`config.mk`:
```
export PLATFORM = sky130hd
export DESIGN_NAME = if_stage
export DESIGN_NICKNAME = d
export VERILOG_FILES = /design/src/rtl/if_stage_pkg.sv /design/src/rtl/if_stage_npc_sel.sv /design/src/rtl/if_stage.sv
export SDC_FILE = /design/constraint.sdc
export NUM_CORES = 1
export LEC_CHECK = 0
export ABC_CLOCK_PERIOD_IN_PS = 4800
export CAP_MARGIN = 20
export CORE_ASPECT_RATIO = 1.25
export CORE_MARGIN = 2
export CORE_UTILIZATION = 45
export CTS_CLUSTER_DIAMETER = 80
export CTS_CLUSTER_SIZE = 14
export DETAILED_ROUTE_END_ITERATION = 7
export PLACE_DENSITY = 0.77
export SYNTH_ARGS = -nofsm -noshare
export SYNTH_HDL_FRONTEND = slang
export SYNTH_SLANG_ARGS = --single-unit
export TNS_END_PERCENT = 100
```
`constraint.sdc`:
```
create_clock -name clk -period 4.8 [get_ports clk]
set_input_delay 0.72 -clock clk [delete_from_list [all_inputs] [get_ports clk]]
set_output_delay 0.72 -clock clk [all_outputs]
set_load 0.01 [all_outputs]
```
`src/rtl/if_stage_pkg.sv`:
```
// Shared encodings for the fetch stage: CMP result codes, branch kinds and
// reset/memory defaults, plus the branch-condition rule used by npc_sel.
`default_nettype none

package if_stage_pkg;

    localparam logic [1:0] CMP_EQ  = 2'b00;
    localparam logic [1:0] CMP_GT  = 2'b01;
    localparam logic [1:0] CMP_LT  = 2'b10;
    localparam logic [1:0] CMP_BAD = 2'b11;

    typedef enum logic [2:0] {
        BR_NONE = 3'd0,
        BR_BEQ  = 3'd1,
        BR_BNE  = 3'd2,
        BR_BGEZ = 3'd3,
        BR_BGTZ = 3'd4,
        BR_BLEZ = 3'd5,
        BR_BLTZ = 3'd6,
        BR_RSVD = 3'd7
    } br_type_e;

    localparam logic [31:0] DEF_PC_RESET = 32'h0000_3000;
    localparam int          DEF_IM_WORDS = 4096;

    // An illegal CMP code (11) never satisfies any branch, including bne.
    function automatic logic branch_cond(input br_type_e kind, input logic [1:0] cmp);
        logic hit;
        hit = 1'b0;
        case (kind)
            BR_BEQ:  hit = (cmp == CMP_EQ);
            BR_BNE:  hit = (cmp != CMP_EQ);
            BR_BGEZ: hit = (cmp != CMP_LT);
            BR_BGTZ: hit = (cmp == CMP_GT);
            BR_BLEZ: hit = (cmp != CMP_GT);
            BR_BLTZ: hit = (cmp == CMP_LT);
            default: hit = 1'b0;
        endcase
        return hit && (cmp != CMP_BAD);
    endfunction

endpackage

`default_nettype wire

```
`src/rtl/if_stage_npc_sel.sv`:
```
// Next-PC select: evaluates the D-stage control transfer and picks the target
// (jreg > jump > branch) or the sequential PC+4.
`default_nettype none

module if_stage_npc_sel
    import if_stage_pkg::*;
(
    input  logic [31:0] pc,
    input  logic [31:0] d_pc,
    input  logic [25:0] d_instr_idx,
    input  logic [2:0]  br_type,
    input  logic [1:0]  cmp,
    input  logic        jump,
    input  logic        jreg,
    input  logic [31:0] ra,
    output logic        taken,
    output logic [31:0] npc
);

    logic [31:0] d_pc4;
    logic [31:0] br_tgt;
    logic [31:0] j_tgt;
    logic        br_hit;

    always_comb begin
        d_pc4  = d_pc + 32'd4;
        br_tgt = d_pc4 + {{14{d_instr_idx[15]}}, d_instr_idx[15:0], 2'b00};
        j_tgt  = {d_pc4[31:28], d_instr_idx, 2'b00};
        br_hit = branch_cond(br_type_e'(br_type), cmp);

        taken = 1'b1;
        npc   = pc + 32'd4;
        if (jreg) begin
            npc = ra;
        end else if (jump) begin
            npc = j_tgt;
        end else if (br_hit) begin
            npc = br_tgt;
        end else begin
            taken = 1'b0;
        end
    end

endmodule

`default_nettype wire

```
`src/rtl/if_stage.sv`:
```
// Fetch stage with F/D pipeline register: holds the PC, latches the fetched
// word, applies D-stage redirects and keeps redirect/stall perf counters.
`default_nettype none

module if_stage
    import if_stage_pkg::*;
#(
    parameter logic [31:0] PC_RESET = DEF_PC_RESET,
    parameter int          IM_WORDS = DEF_IM_WORDS
)
(
    input  logic        clk,
    input  logic        reset,
    input  logic        stall,
    input  logic [2:0]  br_type,
    input  logic [1:0]  cmp,
    input  logic        jump,
    input  logic        jreg,
    input  logic [31:0] ra,
    output logic [31:0] im_addr,
    input  logic [31:0] im_instr,
    output logic [31:0] D_instr,
    output logic [31:0] D_pc,
    output logic [31:0] D_pc8,
    output logic        f_err,
    output logic [31:0] taken_cnt,
    output logic [31:0] stall_cnt
);

    // 33-bit bound so a memory ending exactly at 2^32 still compares correctly.
    localparam logic [32:0] FETCH_END = {1'b0, PC_RESET} + 33'(4 * IM_WORDS);

    logic [31:0] pc;
    logic [31:0] npc;
    logic        redirect;
    logic        fetch_ok;

    if_stage_npc_sel u_npc_sel (
        .pc          (pc),
        .d_pc        (D_pc),
        .d_instr_idx (D_instr[25:0]),
        .br_type     (br_type),
        .cmp         (cmp),
        .jump        (jump),
        .jreg        (jreg),
        .ra          (ra),
        .taken       (redirect),
        .npc         (npc)
    );

    always_comb begin
        fetch_ok = (pc[1:0] == 2'b00) && (pc >= PC_RESET) && ({1'b0, pc} < FETCH_END);
    end

    assign im_addr = pc;
    assign D_pc8   = D_pc + 32'd8;

    always_ff @(posedge clk or posedge reset) begin
        if (reset) begin
            pc        <= PC_RESET;
            D_instr   <= 32'd0;
            D_pc      <= 32'd0;
            f_err     <= 1'b0;
            taken_cnt <= 32'd0;
            stall_cnt <= 32'd0;
        end else if (stall) begin
            stall_cnt <= stall_cnt + 32'd1;
        end else begin
            pc      <= npc;
            D_instr <= fetch_ok ? im_instr : 32'd0;
            D_pc    <= pc;
            f_err   <= ~fetch_ok;
            if (redirect) begin
                taken_cnt <= taken_cnt + 32'd1;
            end
        end
    end

endmodule

`default_nettype wire

```
==> results of run 1 <==
-- cell usage in the layout, fill, tap and decap left out, types with 4 or more instances in the layout --
| cell type | n |
|---|---|
| xor2_1 | 53 |
| nand2_1 | 107 |
| a22oi_1 | 7 |
| o21a_1 | 6 |
| clkdlybuf4s50_1 | 265 |
| nor4_1 | 10 |
| o211ai_1 | 8 |
| a211oi_1 | 9 |
| xnor2_1 | 111 |
| nand4_1 | 29 |
| a21o_1 | 19 |
| mux2_2 | 31 |
| or3_1 | 5 |
| o2111ai_1 | 4 |
| a21oi_1 | 66 |
| nand3_1 | 65 |
| o21ai_0 | 49 |
| inv_1 | 24 |
| o22ai_1 | 13 |
| and4_1 | 13 |
| o21bai_1 | 4 |
| a31oi_1 | 7 |
| nor3_1 | 19 |
| a22o_1 | 29 |
| clkbuf_16 | 17 |
| nor2_1 | 69 |
| dfrtp_1 | 159 |
| clkinv_8 | 7 |
| ha_1 | 39 |
| and3_1 | 29 |
| buf_4 | 14 |
| and2_1 | 7 |
| a221o_1 | 4 |
| mux2i_1 | 6 |
| a221oi_1 | 5 |
-- metal layers --
metal,global-route usage [%],vias up
met1,35.04,4815
met4,14.17,0
li1,-,4575
met2,50.81,482
met5,0,-
met3,5.618,91
-- path summary, 6_finish.rpt --
check,to,slack (ns)
worst max-delay path,im_addr[31],0.39
worst min-delay path,stall_cnt[31],0.47
worst max register to register,im_addr[31],0.39
worst min register to register,stall_cnt[31],0.47
max in group asynchronous,D_pc[18],3.23
min in group asynchronous,taken_cnt[11],0.84
-- report_power, final --
| part | internal [mW] | leakage, nW | switching [mW] |
|---|---|---|---|
| clock | 0.707 | 0.289 | 0.695 |
| combinational | 0.664 | 3.54 | 0.618 |
| sequential | 1.49 | 2.07 | 0.285 |
-- flip-flops by register name, indices dropped and copies added, names as in the netlist --
signal	cells
D_instr	32
D_pc	32
im_addr	32
stall_cnt	32
taken_cnt	32
f_err	1
-- kinds of logic (layout without fill, tap and decap cells) --
kind of cell    after synthesis  in the layout  share of synthesized area [%]
mux                          37             37                          3.895
compound gates              261            261                          16.93
fa+ha+maj                    40             40                          4.836
xor+xnor                    165            165                          13.83
flops                       161            161                          38.38
buf+inv                      87            337                          3.407
simple gates                381            381                          18.73
other cells                   0              1                              0
-- layout make-up --
cell class	count	area, µm²
inverter	25	97.59
sequential	161	4031
clock buffer	17	425.4
timing repair buffer	280	2778
clock inverter	15	188.9
tap	288	360.3
fill	2005	8959
multi-input combinational	884	6120
antenna	1	2.502
-- critical path: cells and delay by family (launching register included) --
| kind | cells | cell delay [ns] |
|---|---|---|
| DFF | 1 | 0.48 |
| and+or+nand+nor | 6 | 1.74 |
| xor gates and xnor gates | 1 | 0.17 |
| adders and majority gates | 2 | 0.61 |
| AOI/OAI and AO/OA | 6 | 1.29 |
==> reports/results.ini, run 1 <==
[run_status]
run_status=completed

[clock_network]
cts-htree-levels=4
clock-sinks=161
cts-resized-gates=0
cts_made_buffers=17
hold_buffers=0
clkLatencyLatePin_ns=0.44
cts_buffer_depth=2
cts_tree=done
clk_pin_slew_ns=0.07
postCtsSetupBuffers=0
cts_root_buffer=clkbuf_16

[place]
placed_area_um2=13390
dp_slack_ns=0.4908
gp_congestion=1.024
dp_cells=1638
hpwl_mm=27.53
io_buffer_count=266

[sta]
hold_viol=0
fmax_mhz=226.6
finClkSkew_ns=0.01531
relSlewSlack_pct=36.95
rsz0062_at_grt=no
fin_crit_sh_pct=91.94
final-setup-viol-count=0
tightest_slew_ns=0.9457
setup_tns_ns=0
finalWorstSetupSlack_ns=0.3869
hold_slack_ns=0.4705
min_period_ns=4.413
maxSlewViolCount=0

[logic_synthesis]
synth_area_um2=10500
yosys.area.top_type=dfrtp_1
postSynthAreaPerCell_um2=9.279
ys_ff_latch=161
yosysSeqAreaShare_pct=38.38
yosysMostFrequentCell=dfrtp_1
syn_inst=1132
synth_top_area_share_pct=37.88
synth_edf_count=0
synthArstFlopShare_pct=100.0
ys_warn_count=0
syn-num-nets=1246
synthFlopType=dfrtp_1
ys_types=77
synthTopCellsByArea=dfrtp_1 38%, xnor2_1 9.3%, ha_1 4.6%
ys_top_cells_by_count=159 x dfrtp_1, 111 x xnor2_1, 107 x nand2_1

[detailed_routing]
wl_met1_mm=13.93
ant_nets=0
routed.top_layer=met4
firstDrtPassIters=5
dr_wl_met3_mm=2.659
avgViaCountPerCell=5.962
post_drt_wl_per_cell_um=21.67
detail_route.iter0.violations=809
routed_wirelength_mm=36.22
wl_met2_mm=17.94
route.vias.total=9963
drc=0

[power_and_ir_drop]
p_leak_nw=5.906
ir_worst_vdd_mv=0.2505
fin_total_pwr_mw=4.462
power_density_nw_per_um2=318.6

[worst_hold_path]
hp-start=stall_cnt[31]
hp-class=reg -> reg
hold_depth=1

[setup_path]
critPathCaptureType=flip-flop
rr_startpoint=D_pc[3]
critical_path_peak_fanout=7
start_kind=flip-flop
reg2reg_depth=15
crit_slowest_cell=nor3_1
arrival_ns=4.72
required_ns=5.11
cp_slowest_stage_delay_ns=0.71
critPathKind=reg -> reg
startpoint=D_pc[3]
crit_path_cell_trace=ha_1 -> and3_1 -> nand4_1 -> nor3_1 -> nand3_1 -> xnor2_1 -> ha_1 -> a21o_1 -> a21o_1 -> o41a_1 -> a211oi_1 -> nand3_1 -> and4b_1 -> o21ai_0 -> a21oi_1

[layout]
final_nets=1483
syn2layout_area_growth_pct=33.32
fin_util_pct=60.99
fin_cells=1671
layout-drive-gt1-share_pct=7.525
final_design_area_no_fill_um2=14000

[die]
die_w_um=140.7
ioPinCount=267
core_um2=22960
dieArea_um2=24590
rows=62
die_height_um=174.8
start_util_pct=45.74

[job]
cap_violations=0

[grt]
grt_pass1_vias=9905
grt_usage_pct=29.37
grt_max_degree=162
grt_pass1_wl_mm=56.18
overflow=0
antenna_found_initial=1

Note: power is estimated with default switching activity, not from simulation.
==> inputs of run 2 (changes only) <==
SLEW_MARGIN = 30   (was default)
==> run 2 against run 1 <==
Critical path depth is the same. Highest routed layer unchanged. Sequential cell count is the same. Total power is essentially flat. Fmax grew 0.36%. Sequential share of layout area shrank 0.057 points. Combinational power about the same. Final area increased by 0.20%. Worst setup slack gained 0.016 ns. Utilization up 0.12 points. Routed wire length grew 0.23%.
==> reports/results.ini, run 2 (synthesized netlist as in run 1, its figures left out) <==
[run_status]
run_status=completed  ; unchanged

[power_and_ir_drop]
power.switching_mw=1.598  ; was 1.599 mW
power_density_nw_per_um2=318.1  ; was 318.6 nW/µm²
p_leak_nw=5.919  ; was 5.906 nW
power.internal_mw=2.866  ; was 2.863 mW
p_comb_share_pct=28.8  ; was 28.7%
p_seq_share_pct=39.8  ; was 39.9%
ir_worst_vdd_mv=0.2503  ; was 0.2505 mV
p_sw_share_pct=35.80  ; was 35.83%
p_clk_share_pct=31.4  ; about the same

[die]
rows=62  ; unchanged
core_um2=22960  ; unchanged
die_w_um=140.7  ; unchanged
start_util_pct=45.74  ; unchanged
ioPinCount=267  ; unchanged
die_height_um=174.8  ; unchanged
dieArea_um2=24590  ; unchanged

[job]
cap_violations=0  ; unchanged

[sta]
rsz0062_at_grt=no  ; unchanged
finClkSkew_ns=0.01443  ; was 0.01531 ns
fmax_mhz=227.4  ; was 226.6 MHz
relSlewSlack_pct=38.12  ; was 36.95%
tightest_slew_ns=0.9282  ; was 0.9457 ns
setup_tns_ns=0  ; unchanged
fin_crit_sh_pct=91.61  ; was 91.94%
min_period_ns=4.397  ; was 4.413 ns
finalWorstSetupSlack_ns=0.4027  ; was 0.3869 ns
maxSlewViolCount=0  ; unchanged
hold_viol=0  ; unchanged
final-setup-viol-count=0  ; unchanged

[detailed_routing]
post_drt_wl_per_cell_um=21.71  ; was 21.67 µm
avgViaCountPerCell=5.977  ; was 5.962
route.vias.total=9993  ; was 9963
routed_wirelength_mm=36.30  ; was 36.22 mm
detail_route.iter0.violations=769  ; was 809
ant_nets=0  ; unchanged
firstDrtPassIters=5  ; unchanged
drc=0  ; unchanged

[setup_path]
reg2reg_depth=15  ; unchanged
arrival_ns=4.71  ; was 4.72 ns
critPathKind=reg -> reg  ; unchanged
start_kind=flip-flop  ; unchanged
rr_startpoint=D_pc[3]  ; unchanged
required_ns=5.11  ; about the same
critical_path_peak_fanout=7  ; unchanged
critPathCaptureType=flip-flop  ; unchanged
startpoint=D_pc[3]  ; unchanged
r2r_slack_ns=0.40  ; was 0.39 ns
rr_endpoint=im_addr[31]  ; unchanged

[clock_network]
cts_tree=done  ; unchanged
cts-htree-levels=4  ; unchanged
cts-resized-gates=0  ; unchanged
cts_buffer_depth=2  ; unchanged
clk_pin_slew_ns=0.07  ; about the same
hold_buffers=0  ; unchanged
clkLatencyLatePin_ns=0.44  ; about the same
cts_made_buffers=17  ; unchanged
clock-sinks=161  ; unchanged
postCtsSetupBuffers=0  ; unchanged
cts_root_buffer=clkbuf_16  ; unchanged

[layout]
n_fill_cell=1999  ; was 2005
syn2layout_area_growth_pct=33.58  ; was 33.32%
final_nets=1484  ; was 1483
layout_common_cells=265 x clkdlybuf4s50_1, 159 x dfrtp_1, 111 x xnor2_1  ; unchanged
layout-drive-gt1-share_pct=7.592  ; was 7.525%
final_common_cell=clkdlybuf4s50_1  ; unchanged

[worst_hold_path]
hold_depth=1  ; unchanged
hp-class=reg -> reg  ; unchanged
hp-start=stall_cnt[31]  ; unchanged
hold_end=stall_cnt[31]  ; unchanged

[grt]
grt_pass1_vias=9905  ; unchanged
grt_pass1_wl_mm=56.18  ; unchanged
grt_max_degree=162  ; unchanged
antenna_found_initial=1  ; unchanged
grt_usage_pct=29.37  ; unchanged
overflow=0  ; unchanged

[place]
hpwl_mm=27.53  ; unchanged
dp_slack_ns=0.4908  ; unchanged
gp_congestion=1.024  ; unchanged
io_buffer_count=266  ; unchanged

[run 2: changes by cell type in the layout (fill, tap and decap cells not counted)]
cell    before  now
buf_16       0    1
[run 2: layout make-up]
cell class	count	area, µm²	area share (%)
inverter	25	97.59	0.6956
clock inverter	15	188.9	1.347
multi-input combinational	884	6120	43.61
clock buffer	17	425.4	3.032
sequential	161	4031	28.73
tap	288	360.3	2.568
antenna	1	2.502	0.01783
timing repair buffer	281	2805	19.99
[run 2: power groups by stage]
stage	registers, mW	logic (mW)	clock network, mW
final	1.78	1.29	1.40
after global routing	1.80	1.38	1.47
after CTS	1.77	1.28	1.41
after detailed placement	1.80	1.27	0
after global placement	1.79	1.27	0
after floorplan	1.75	0.636	0
[run 2: metal layers]
metal	GRT usage [%]	up-vias	share of wire, %
li1	-	4584	-
met1	35.04	4870	39
met2	50.81	447	50
met3	5.618	92	6.9
met4	14.17	0	4.6
met5	0	-	0
[run 2: how the worst max path moves through the flow]
stage	end	slack, ns
after floorplan	im_addr[31]	1.04
after global placement	im_addr[31]	0.60
after detailed placement	im_addr[31]	0.49
after CTS	im_addr[31]	0.46
after global routing	im_addr[31]	0.08
final	im_addr[31]	0.40
[run 2: per-stage QoR]
stage | hold slack [ns] | total power [mW] | cell area (µm²) | std cells | utilization, %
global route | 0.5009 | 4.655 | 14030 | 1672 | 61.11
floorplan | 0.5039 | 2.384 | 10510 | 1132 | -
CTS | 0.4703 | 4.467 | 14000 | 1670 | 60.97
detailed placement | 0.4565 | 3.069 | 13390 | 1638 | 58.30
finish | 0.4704 | 4.464 | 14030 | 1672 | 61.11
global placement | 0.4550 | 3.055 | 13390 | 1638 | 58.30
[run 2: critical path: stages, from the launching register on]
cell and delay, ns:
dfrtp_1 0.49, ha_1 0.25, and3_1 0.26, nand4_1 0.26
nor3_1 0.69, nand3_1 0.18, xnor2_1 0.16, ha_1 0.36
a21o_1 0.22, a21o_1 0.21, o41a_1 0.41, a211oi_1 0.20
nand3_1 0.13, and4b_1 0.20, o21ai_0 0.16, a21oi_1 0.09
==> inputs of run 3 (changes only) <==
CAP_MARGIN = 25   (was 20)
==> results of run 3 <==
No change in the layout: final DEF, timing and power equal those of run 2.
